--- config.mk ---
export PLATFORM = sky130hd
export DESIGN_NAME = soft_error_monitor
export DESIGN_NICKNAME = d
export VERILOG_FILES = /design/src/rtl/soft_error_pkg.sv /design/src/rtl/soft_err_channel.sv /design/src/rtl/soft_error_monitor.sv
export SDC_FILE = /design/constraint.sdc
export NUM_CORES = 1
export LEC_CHECK = 0
export CORE_MARGIN = 2
export CORE_UTILIZATION = 60
export CTS_CLUSTER_SIZE = 12
export DETAILED_ROUTE_END_ITERATION = 8
export DONT_BUFFER_PORTS = 1
export PLACE_DENSITY = 0.91
export RECOVER_POWER = 100
export SLEW_MARGIN = 20
export SYNTH_ARGS = -nofsm -noshare
export SYNTH_HDL_FRONTEND = slang
export SYNTH_HIERARCHICAL = 1
export SYNTH_SLANG_ARGS = --single-unit
--- constraint.sdc ---
create_clock -name clk -period 2.1 [get_ports clk]
set_clock_uncertainty 0.15 [all_clocks]
set_input_delay 0.525 -clock clk [delete_from_list [all_inputs] [get_ports clk]]
set_output_delay 0.525 -clock clk [all_outputs]
set_load 0.03 [all_outputs]
--- src/rtl/soft_error_pkg.sv ---
// Shared definitions for the soft-error monitor: default counter width and health encodings.
// Latency: none (package only).
// Backpressure: none (package only).
package soft_error_pkg;

  localparam int CNT_W_DEFAULT = 32;

  typedef enum logic [1:0] {
    HEALTH_OK    = 2'd0,
    HEALTH_WARN  = 2'd1,
    HEALTH_ERROR = 2'd2
  } health_t;

endpackage

--- src/rtl/soft_err_channel.sv ---
// One soft-error channel: saturating event counter, threshold compare and sticky error flag.
// Latency: event -> count 1 cycle; count reaching threshold -> flag 1 further cycle.
// Backpressure: none; one event per cycle is always accepted, counter saturates instead of wrapping.
//
// Ports:
//   clk, reset_n        clock and asynchronous active-low reset
//   hit                 one-cycle event pulse
//   thr                 trip threshold, 0 disables the flag and the warning
//   clear_counts        zeroes the counter (a same-cycle hit still counts as 1)
//   clear_errors        clears the sticky flag (wins over a same-cycle trip)
//   count               registered saturating event count
//   flag                registered sticky error flag
//   warn                count has reached half the threshold (decoded from registered count)
module soft_err_channel #(
  parameter int CNT_W = 32
) (
  input  logic             clk,
  input  logic             reset_n,
  input  logic             hit,
  input  logic [CNT_W-1:0] thr,
  input  logic             clear_counts,
  input  logic             clear_errors,
  output logic [CNT_W-1:0] count,
  output logic             flag,
  output logic             warn
);

  logic trip;

  // Compare uses the registered count, so the flag lands one cycle after the count.
  assign trip = (thr != '0) && (count >= thr);
  assign warn = (thr != '0) && (count >= (thr >> 1));

  always_ff @(posedge clk or negedge reset_n) begin
    if (!reset_n) begin
      count <= '0;
    end else if (clear_counts) begin
      // A hit coinciding with the clear is the first event of the new epoch.
      count <= hit ? CNT_W'(1) : '0;
    end else if (hit && (count != '1)) begin
      count <= count + CNT_W'(1);
    end
  end

  always_ff @(posedge clk or negedge reset_n) begin
    if (!reset_n) begin
      flag <= 1'b0;
    end else if (clear_errors) begin
      // Clear wins for this cycle; a persisting trip re-sets the flag next cycle.
      flag <= 1'b0;
    end else if (trip) begin
      flag <= 1'b1;
    end
  end

endmodule

--- src/rtl/soft_error_monitor.sv ---
// Counts checksum, unknown-TTC and DDR3-overflow events, raises sticky errors and an aggregate health state.
// Latency: event -> count 1 cycle, -> flag 2 cycles, -> health ERROR 3 cycles; all outputs registered.
// Backpressure: none; events are pulses accepted every cycle, counters saturate.
//
// Ports:
//   clk, reset_n                        clock and asynchronous active-low reset
//   cs_mismatch/unknown_cmd/ddr3_overflow  one-cycle event pulses
//   thres_*                             per-channel thresholds, 0 disables that error
//   clear_counts, clear_errors          IPbus clear pulses
//   *_count                             saturating per-source counts
//   error_*                             sticky per-source error flags
//   health                              0 OK, 1 WARN, 2 ERROR
module soft_error_monitor
  import soft_error_pkg::*;
#(
  parameter int CNT_W = CNT_W_DEFAULT
) (
  input  logic             clk,
  input  logic             reset_n,
  input  logic             cs_mismatch,
  input  logic             unknown_cmd,
  input  logic             ddr3_overflow,
  input  logic [CNT_W-1:0] thres_data_corrupt,
  input  logic [CNT_W-1:0] thres_unknown_ttc,
  input  logic [CNT_W-1:0] thres_ddr3_overflow,
  input  logic             clear_counts,
  input  logic             clear_errors,
  output logic [CNT_W-1:0] cs_mismatch_count,
  output logic [CNT_W-1:0] unknown_cmd_count,
  output logic [CNT_W-1:0] ddr3_overflow_count,
  output logic             error_data_corrupt,
  output logic             error_unknown_ttc,
  output logic             error_ddr3_overflow,
  output logic [1:0]       health
);

  logic    warn_dc, warn_ut, warn_dd;
  logic    any_flag, any_warn;
  health_t state;

  soft_err_channel #(.CNT_W(CNT_W)) u_ch_data_corrupt (
    .clk          (clk),
    .reset_n      (reset_n),
    .hit          (cs_mismatch),
    .thr          (thres_data_corrupt),
    .clear_counts (clear_counts),
    .clear_errors (clear_errors),
    .count        (cs_mismatch_count),
    .flag         (error_data_corrupt),
    .warn         (warn_dc)
  );

  soft_err_channel #(.CNT_W(CNT_W)) u_ch_unknown_ttc (
    .clk          (clk),
    .reset_n      (reset_n),
    .hit          (unknown_cmd),
    .thr          (thres_unknown_ttc),
    .clear_counts (clear_counts),
    .clear_errors (clear_errors),
    .count        (unknown_cmd_count),
    .flag         (error_unknown_ttc),
    .warn         (warn_ut)
  );

  soft_err_channel #(.CNT_W(CNT_W)) u_ch_ddr3_overflow (
    .clk          (clk),
    .reset_n      (reset_n),
    .hit          (ddr3_overflow),
    .thr          (thres_ddr3_overflow),
    .clear_counts (clear_counts),
    .clear_errors (clear_errors),
    .count        (ddr3_overflow_count),
    .flag         (error_ddr3_overflow),
    .warn         (warn_dd)
  );

  assign any_flag = error_data_corrupt | error_unknown_ttc | error_ddr3_overflow;
  assign any_warn = warn_dc | warn_ut | warn_dd;

  // Health follows the registered flags, so ERROR trails the flag by one cycle.
  always_ff @(posedge clk or negedge reset_n) begin
    if (!reset_n) begin
      state <= HEALTH_OK;
    end else begin
      case (state)
        HEALTH_OK: begin
          if (any_flag)      state <= HEALTH_ERROR;
          else if (any_warn) state <= HEALTH_WARN;
        end
        HEALTH_WARN: begin
          if (any_flag)       state <= HEALTH_ERROR;
          else if (!any_warn) state <= HEALTH_OK;
        end
        HEALTH_ERROR: begin
          if (!any_flag) state <= any_warn ? HEALTH_WARN : HEALTH_OK;
        end
        default: state <= HEALTH_OK;
      endcase
    end
  end

  assign health = state;

endmodule

# Word level (Yosys, flattened, before mapping)
# Cells that the tools add are included.
# totals
regBits	101
input_bits	103
output_inout_bits	101
wordCells	70
# op_classes
add_sub_neg	3
n_lt_le_gt_ge	6
eq_ne	8
n_mux	22
n_bitwise	4
reduce_logical	20
# ops
cell	n
32-bit 2-to-1 mux	6
32-bit by 1-bit adder with 32-bit output (second input constant)	3
32-bit by 31-bit greater-or-equal comparator with 1-bit output	3
32-bit greater-or-equal comparator	3
32-bit inequality test (second input constant)	3
32-bit nonzero test	3
2-bit nonzero test	6
1-bit 2-to-1 mux	10
2-bit 2-to-1 mux	5
1-bit logical AND	9
3-bit inequality test (second input constant)	2
2-bit case mux with 3 select lines	1
1-bit OR	4
3-bit AND reduction	1
2-bit by 1-bit equality test with 1-bit output (second input constant)	1
2-bit equality test (second input constant)	1
2-bit logical NOT	1
2-bit inequality test (second input constant)	1

# Depth between registers and ports, before layout
# Gate-level depths: netlist of run 1.
# logic_depth
word_depth	7
depth_mapped	9
depth_no_buf	9

# By module
# The synthesis of run 1 kept the hierarchy.
# by_module_without_submodules
module	n_inst	cells_each	area_each_um2	seq_area_each_um2
soft_err_channel at u_ch_data_corrupt ...	2	393	3334.4	825.8
soft_err_channel at u_ch_ddr3_overflow	1	382	3260.6	825.8
soft_error_monitor	1	6	78.8	50.0

# Worst setup path before layout of run 1
# No wires, ideal clock.
# synth_timing
path_type	flip-flop to flip-flop
start	register u_ch_ddr3_overflow.count[18]
end	register u_ch_ddr3_overflow.count[24]
setup_ns	0.065
arrival_ns	2.143
t_required_ns	1.885
setup_slack_ns	-0.258
stages_incl_launch_ff	9
path_buffers	2
period_less_slack_ns	2.358
cell_sequence	dfrtp_1 and4_4 buf_6 and3_4 buf_6 a2111oi_4 nand4_1 or3_1 nand2_1
# synth_via
elab_chain_cells	3
word_cells_on_any_way	6
cone_classes	add/sub: 1; eq/ne: 1; mux: 2; reduce/logical: 2
# synth_rtl
element	line_no	source
from (decl)	soft_err_channel.sv:23	output logic [CNT_W-1:0] count,
from (signal assigned)	soft_err_channel.sv:39	count <= hit ? CNT_W'(1) : '0;
from (signal assigned)	soft_err_channel.sv:41	count <= count + CNT_W'(1);
32-bit by 1-bit adder with 32-bit output / 32-bit inequality test (equally long branches)	soft_err_channel.sv:41, soft_err_channel.sv:40	
32-bit 2-to-1 mux / 1-bit logical AND (equally long branches)	soft_err_channel.sv:40	end else if (hit && (count != '1)) begin
32-bit 2-to-1 mux / 2-bit nonzero test (equally long branches)	-	
# Several ways; a longest one is shown, not always the timed one. The select of a mux whose other input is x is not followed.
# A chain may end at the register's enable or synchronous reset.

# Worst setup path after layout of run 1
# layout_timing
start	register u_ch_ddr3_overflow.count[13]
end	register u_ch_ddr3_overflow.flag
# layout_via
elab_chain_cells	3
# layout_rtl
element	line_no	source
32-bit greater-or-equal comparator	soft_err_channel.sv:31	assign trip = (thr != '0) && (count >= thr);
1-bit logical AND	soft_err_channel.sv:31	
2-bit nonzero test (no source line)	-	
to (signal assigned)	soft_err_channel.sv:47	flag <= 1'b0;
to (signal assigned)	soft_err_channel.sv:50	flag <= 1'b0;
to (signal assigned)	soft_err_channel.sv:52	flag <= 1'b1;
to (decl)	soft_err_channel.sv:24	output logic flag,
# No other way between the ends.

==> impl_metrics.json, run 1 <==
{
  "drive_gt1_share_pct": 35.26,
  "synth_edf_count": 0,
  "cts.sinks": 101,
  "synth_seq_cells": 101,
  "synthArstFlopShare_pct": 100.0,
  "arrival_ns": 2.82,
  "power_frac_clock_pct": 39.5,
  "combinationalPowerShare_pct": 17.2,
  "core_area_mm2": 0.01647,
  "die_area_mm2": 0.01773,
  "fin_area_mm2": 0.01391,
  "clk_pin_slew_worst_paths_ns": 0.08,
  "clock_latency_ns": 0.37,
  "avgViaCountPerCell": 7.358,
  "yosysSeqAreaShare_pct": 25.25,
  "switchingPower_uw": 1326,
  "syn_area_mm2": 0.01001,
  "worst_hold_slack_ns": -0.3030,
  "synth.area.top_cells": "dfrtp_1, ha_1, nand4_1, inv_1, a21oi_1",
  "setup_violations": 94,
  "ant_nets": 0,
  "totalWireLength_um": 45500,
  "grt-ovfl-total": 0,
  "synth_nets": 1469,
  "drc_errors": 0,
  "antenna_found_initial": 1,
  "fin_crit_sh_pct": 128.8,
  "failed_checks": "hold timing, setup timing",
  "hold_class": "primary input to async pin",
  "ys_warn_count": 6,
  "finalCoreUtilization_pct": 84.50,
  "cp_max_fo": 6,
  "drv_cap": 0,
  "maxSlewViolCount": 0,
  "leakage_uw": 0.006970,
  "dp.cells": 1639,
  "cts_buffers": 9,
  "drt_iter0_drc": 1938,
  "fp.dieW_um": 133.2,
  "swShare_pct": 29.06,
  "critPathKind": "flip-flop to flip-flop",
  "pwr-share-seq_pct": 43.3,
  "grt_pass1_vias": 11620,
  "worst_slew_pin_slew_ns": 0.6183,
  "numPortBuffers": 0,
  "max-vdd-ir-drop_mv": 0.4344,
  "vias": 12450,
  "fin_ws_ns": -0.6047,
  "cts.htree.levels": 3,
  "cts_tree": "built",
  "root_buffer": "clkbuf_16",
  "nets": 1762,
  "row_count": 47,
  "synth_top_area_share_pct": 25.25,
  "clockBufferDepth": 2,
  "synth_top_area_cell": "dfrtp_1",
  "cp_slowest_cell": "nor4_4",
  "max_freq_mhz": 369.7,
  "fin_cells": 1692,
  "syn_to_final_growth_pct": 39.02,
  "synth_common_cells": "ha_1, inv_1, dfrtp_1",
  "postSynthAreaPerCell_um2": 8.525,
  "die_h_um": 133.2,
  "antenna_cells": 0,
  "critical_path.max_stage_delay_ns": 0.62,
  "yosys.cell_count.top_type": "ha_1",
  "end_kind": "flip-flop",
  "power_uw": 4565,
  "grt.total_usage_pct": 40.23,
  "drtPass1Iterations": 6,
  "p_int_uw": 3239,
  "start_util_pct": 60.78,
  "synthCells": 1174,
  "path_cells": "buf_4, buf_8, ha_4, nand4_1, nor4_4, o311ai_2, a211oi_1",
  "status": "complete, but fails checks",
  "grt_first_pass_wirelength_um": 57500,
  "wire_per_inst_um": 26.89,
  "finalHoldViolations": 101,
  "grt_max_degree": 115,
  "rsz0062_at_grt": "yes",
  "powerDensity_mw_per_mm2": 328.1,
  "pin_count": 204,
  "dpl_cell_area_mm2": 0.01230,
  "required_ns": 2.22,
  "cp-start-kind": "flip-flop",
  "yosysUniqueCellTypes": 59,
  "dpl.hpwl_um": 25880,
  "gp_congestion": 0.9722,
  "relSlewSlack_pct": 58.78,
  "fin_crit_ns": 2.705,
  "synth_top_flop_cell": "dfrtp_1"
}
state kept, by name (all words and copies together), names as in the netlist:
| register | count |
|---|---|
| u_ch_ddr3_overflow/count | 32 |
| u_ch_unknown_ttc/count | 32 |
| health | 2 |
| u_ch_data_corrupt/count | 32 |
| u_ch_ddr3_overflow/flag | 1 |
| u_ch_unknown_ttc/flag | 1 |
| u_ch_data_corrupt/flag | 1 |
path summary, 6_finish.rpt:
path	from	end	slack, ns	depth (start not counted)
hold / removal	reset_n	u_ch_ddr3_overflow/count[21]	-0.30	0
setup / recovery	u_ch_ddr3_overflow/count[13]	u_ch_ddr3_overflow/flag	-0.60	7
min in group clk	clear_errors	u_ch_data_corrupt/flag	0.06	1
setup reg to reg	u_ch_ddr3_overflow/count[13]	u_ch_ddr3_overflow/flag	-0.60	7
max in group asynchronous	reset_n	u_ch_unknown_ttc/count[30]	1.93	0
hold reg to reg	u_ch_ddr3_overflow/count[21]	u_ch_ddr3_overflow/count[21]	0.49	2
power groups by stage:
| stage | Combinational (µW) | Sequential (µW) | Clock [µW] |
|---|---|---|---|
| global route | 823 | 1980 | 1870 |
| floorplan | 355 | 2050 | 0 |
| global placement | 584 | 2010 | 0 |
| detailed placement | 633 | 2010 | 0 |
| finish | 784 | 1980 | 1800 |
| CTS | 661 | 1980 | 1760 |
final cells by class:
| type | count | area, µm² |
|---|---|---|
| Fill cell | 792 | 2552 |
| Timing Repair Buffer | 304 | 2412 |
| Inverter | 105 | 396.6 |
| Clock inverter | 7 | 73.82 |
| Tap cell | 220 | 275.3 |
| Sequential cell | 101 | 2581 |
| Clock buffer | 9 | 225.2 |
| Multi-Input combinational cell | 946 | 7949 |
cell usage in the layout (no fill, tap or decap), types with 7 or more instances in the layout:
| master | Yosys | layout |
|---|---|---|
| clkbuf_16 | 0 | 9 |
| xor2_1 | 35 | 33 |
| dfrtp_2 | 0 | 43 |
| o21ai_0 | 43 | 30 |
| nor2b_1 | 12 | 10 |
| nand3b_1 | 10 | 10 |
| and4_1 | 21 | 11 |
| nor4_1 | 34 | 26 |
| xnor2_1 | 30 | 28 |
| o21ai_1 | 0 | 7 |
| or3_1 | 14 | 12 |
| nand2_1 | 82 | 72 |
| buf_4 | 0 | 252 |
| and3_2 | 1 | 7 |
| nand2_2 | 0 | 8 |
| ha_4 | 0 | 20 |
| nor3_1 | 29 | 14 |
| nor2_1 | 94 | 91 |
| inv_1 | 105 | 102 |
| nor3_2 | 1 | 13 |
| a21oi_1 | 78 | 61 |
| ha_1 | 192 | 167 |
| and3_1 | 24 | 15 |
| nand4_1 | 81 | 81 |
| nand3_1 | 36 | 28 |
| clkbuf_1 | 13 | 10 |
| a21oi_2 | 0 | 15 |
| o211ai_1 | 8 | 8 |
| buf_8 | 0 | 7 |
| a21o_1 | 28 | 28 |
| a211oi_1 | 15 | 11 |
| and4_4 | 1 | 11 |
| buf_6 | 2 | 30 |
| nand2b_1 | 8 | 8 |
| dfrtp_1 | 101 | 58 |
critical path: cells and delay by family, from the launching register on:
kind,cells,cell delay [ns]
AO/OA/AOI/OAI,2,0.52
adder cells (fa/ha/maj),1,0.27
buffers and inverters,2,0.29
flip-flops,1,0.44
AND/OR/NAND/NOR,2,0.92
metrics by stage:
step | setup WS, ns | setup TNS, ns
2_1_floorplan | -0.1632 | -0.3657
3_3_place_gp | -0.3110 | -0.7206
3_5_place_dp | -0.4052 | -1.986
4_1_cts | -0.1107 | -0.7504
5_1_grt | -0.5500 | -17.43
6_report | -0.6047 | -14.62
metal layers:
layer | up-vias | routed length, µm | global-route usage, %
li1 | 4934 | - | -
met2 | 1279 | 20500 | 67.18
met4 | 0 | 4594 | 26.30
met3 | 498 | 5535 | 10.12
met5 | - | 0 | 0
met1 | 5739 | 14870 | 45.95
cells by family after synthesis:
| kind of cell | synth area share (%) |
|---|---|
| AOI/OAI and AO/OA | 13.59 |
| muxes | 0.1000 |
| xor gates and xnor gates | 5.688 |
| and+or+nand+nor | 26.33 |
| buffers and inverters | 5.038 |
| adders and majority gates | 24.00 |
| DFF | 25.25 |
timing repair:
action                                  4_1_cts  5_1_grt
gates resized for setup                      69      156
setup buffers                                12       25
hold endpoints to repair                    101      101
pin swaps                                    46       67
endpoints found under the setup margin       41       90
gates cloned                                  1        1
(Power assumes the default switching activity.)
==> run 2, diff against run 1 <==
--- a/config.mk
+++ b/config.mk
@@ -10,6 +10,7 @@
 export CTS_CLUSTER_SIZE = 12
 export DETAILED_ROUTE_END_ITERATION = 8
 export DONT_BUFFER_PORTS = 1
+export HOLD_SLACK_MARGIN = 0.06
 export PLACE_DENSITY = 0.91
 export RECOVER_POWER = 100
 export SLEW_MARGIN = 20
==> run 2 against run 1 <==
The flow still finishes with violations (hold timing, setup timing). Sequential power barely moved. First-iteration DRC count fell by 6.5%. Global-route usage barely moved. Via count rose by 0.43%. Worst setup slack improved by 0.31 ns. Critical path depth did not move. Total power rose by 0.11%. Core utilization rose by 0.74 points. Final cell count rose by 0.18%.
==> impl_metrics.json, run 2 (same netlist as run 1, synthesis figures left out) <==
{
  "fp.dieW_um": 133.2,
  "relSlewSlack_pct": 58.80,
  "mostFrequentLayoutCells": "buf_4, ha_1, inv_1",
  "grt.total_usage_pct": 40.25,
  "required_ns": 2.20,
  "wl_met1_um": 14830,
  "dpl.hpwl_um": 25880,
  "wl_met3_um": 5587,
  "powerDensity_mw_per_mm2": 325.6,
  "fillers": 766,
  "fin_ws_ns": -0.2899,
  "finalHoldViolations": 101,
  "top_layer_used": "met4",
  "drv_cap": 0,
  "gp_congestion": 0.9722,
  "avgViaCountPerCell": 7.377,
  "cts_tree": "built",
  "numPortBuffers": 0,
  "worst_hold_slack_ns": -0.3067,
  "pin_count": 204,
  "wl_met2_um": 19930,
  "pwr-share-seq_pct": 43.3,
  "cts_buffers": 9,
  "cp-start-kind": "flip-flop",
  "fin_setup_tns_ns": -9.445,
  "combinationalPowerShare_pct": 17.5,
  "maxSlewViolCount": 0,
  "arrival_ns": 2.49,
  "fin_crit_sh_pct": 113.8,
  "setup_violations": 88,
  "cts_hold_buffers": 1,
  "wire_per_inst_um": 26.32,
  "drt_iter0_drc": 1812,
  "p_int_uw": 3249,
  "clock_latency_ns": 0.37,
  "grt_max_degree": 115,
  "cp_max_fo": 3,
  "final_common_cell": "buf_4",
  "drtPass1Iterations": 8,
  "start_util_pct": 60.78,
  "status": "complete, but fails checks",
  "failed_checks": "hold timing, setup timing",
  "totalWireLength_um": 44620,
  "root_buffer": "clkbuf_16",
  "power_frac_clock_pct": 39.2,
  "leakage_uw": 0.006989,
  "swShare_pct": 28.90,
  "end_kind": "flip-flop",
  "vias": 12500,
  "grt-ovfl-total": 0,
  "syn_to_final_growth_pct": 40.24,
  "clk_pin_slew_worst_paths_ns": 0.08,
  "worst_slew_pin_slew_ns": 0.6180,
  "rsz0062_at_grt": "yes",
  "clockBufferDepth": 2,
  "fin_crit_ns": 2.390,
  "cts.sinks": 101,
  "cts.htree.levels": 3,
  "drc_errors": 0,
  "core_area_mm2": 0.01647,
  "antenna_found_initial": 1,
  "hold_class": "primary input to async pin",
  "nets": 1764,
  "die_area_mm2": 0.01773,
  "ant_nets": 0,
  "max-vdd-ir-drop_mv": 0.4441,
  "grt_pass1_vias": 11660,
  "top_regs": "u_ch_data_corrupt/count (32), u_ch_ddr3_overflow/count (32), u_ch_unknown_ttc/count (32)",
  "max_freq_mhz": 418.4,
  "dpl_cell_area_mm2": 0.01230,
  "die_h_um": 133.2,
  "grt_first_pass_wirelength_um": 57480,
  "post-place-ws_ns": -0.4052,
  "drive_gt1_share_pct": 36.36,
  "switchingPower_uw": 1321,
  "critPathKind": "flip-flop to flip-flop",
  "row_count": 47,
  "fin_area_mm2": 0.01404
}
==> run 2: repair_timing <==
action	in CTS	in global routing
endpoints found under the hold margin	102	101
cloned	1	2
pin swaps	46	81
resized for setup	69	176
buffers inserted	12	25
setup endpoints to repair	41	90
==> run 2: cell type report <==
type / instances / area (µm²) / share of cell area (%)
diodes: 1 / 2.502 / 0.01783
flip-flops and latches: 101 / 2584 / 18.41
clock inverters: 7 / 73.82 / 0.5259
inverters: 105 / 396.6 / 2.826
repair buffers: 306 / 2446 / 17.43
well taps: 220 / 275.3 / 1.961
clock buffers: 9 / 225.2 / 1.605
multi-input cells: 946 / 8033 / 57.23
==> run 2: power by group through the flow <==
stage | logic (µW) | registers [µW] | clock network (µW)
3_5_place_dp | 633 | 2010 | 0
2_1_floorplan | 355 | 2050 | 0
6_report | 801 | 1980 | 1790
3_3_place_gp | 584 | 2010 | 0
4_1_cts | 663 | 1980 | 1760
5_1_grt | 842 | 1980 | 1860
==> run 2: worst max-delay path: stages (launching register included) <==
cell,delay (ns)
dfrtp_2,0.44
ha_4,0.25
a21o_1,0.19
a21o_1,0.23
a21oi_4,0.21
a31oi_4,0.14
o31a_1,0.36
o311a_1,0.30
==> run 2: per-layer routing <==
layer  track usage, %  vias up
met1            45.86     5797
met3            9.932      462
met2            67.50     1304
li1                 -     4941
met5                0        -
met4            26.30        0
==> run 2: final timing paths <==
path                                               from  slack [ns]  cells after the start                      endpoint
setup / recovery           u_ch_ddr3_overflow/count[13]       -0.29                      7                     health[0]
hold / removal                                  reset_n       -0.31                      0   u_ch_data_corrupt/count[23]
setup reg to reg           u_ch_ddr3_overflow/count[13]       -0.29                      7                     health[0]
hold reg to reg            u_ch_ddr3_overflow/count[24]        0.49                      3  u_ch_ddr3_overflow/count[24]
max in group asynchronous                       reset_n        1.91                      0     u_ch_unknown_ttc/count[7]
min in group clk                           clear_errors        0.07                      1         u_ch_unknown_ttc/flag
==> run 2: stage by stage <==
stage | power (µW) | cells | util, % | hold WS [ns]
2_1_floorplan | 2409 | 1174 | - | 0.07941
3_3_place_gp | 2598 | 1639 | 74.70 | 0.08297
3_5_place_dp | 2648 | 1639 | 74.70 | 0.08326
4_1_cts | 4404 | 1669 | 79.25 | -0.3046
5_1_grt | 4684 | 1695 | 85.24 | -0.3178
6_report | 4570 | 1695 | 85.24 | -0.3067
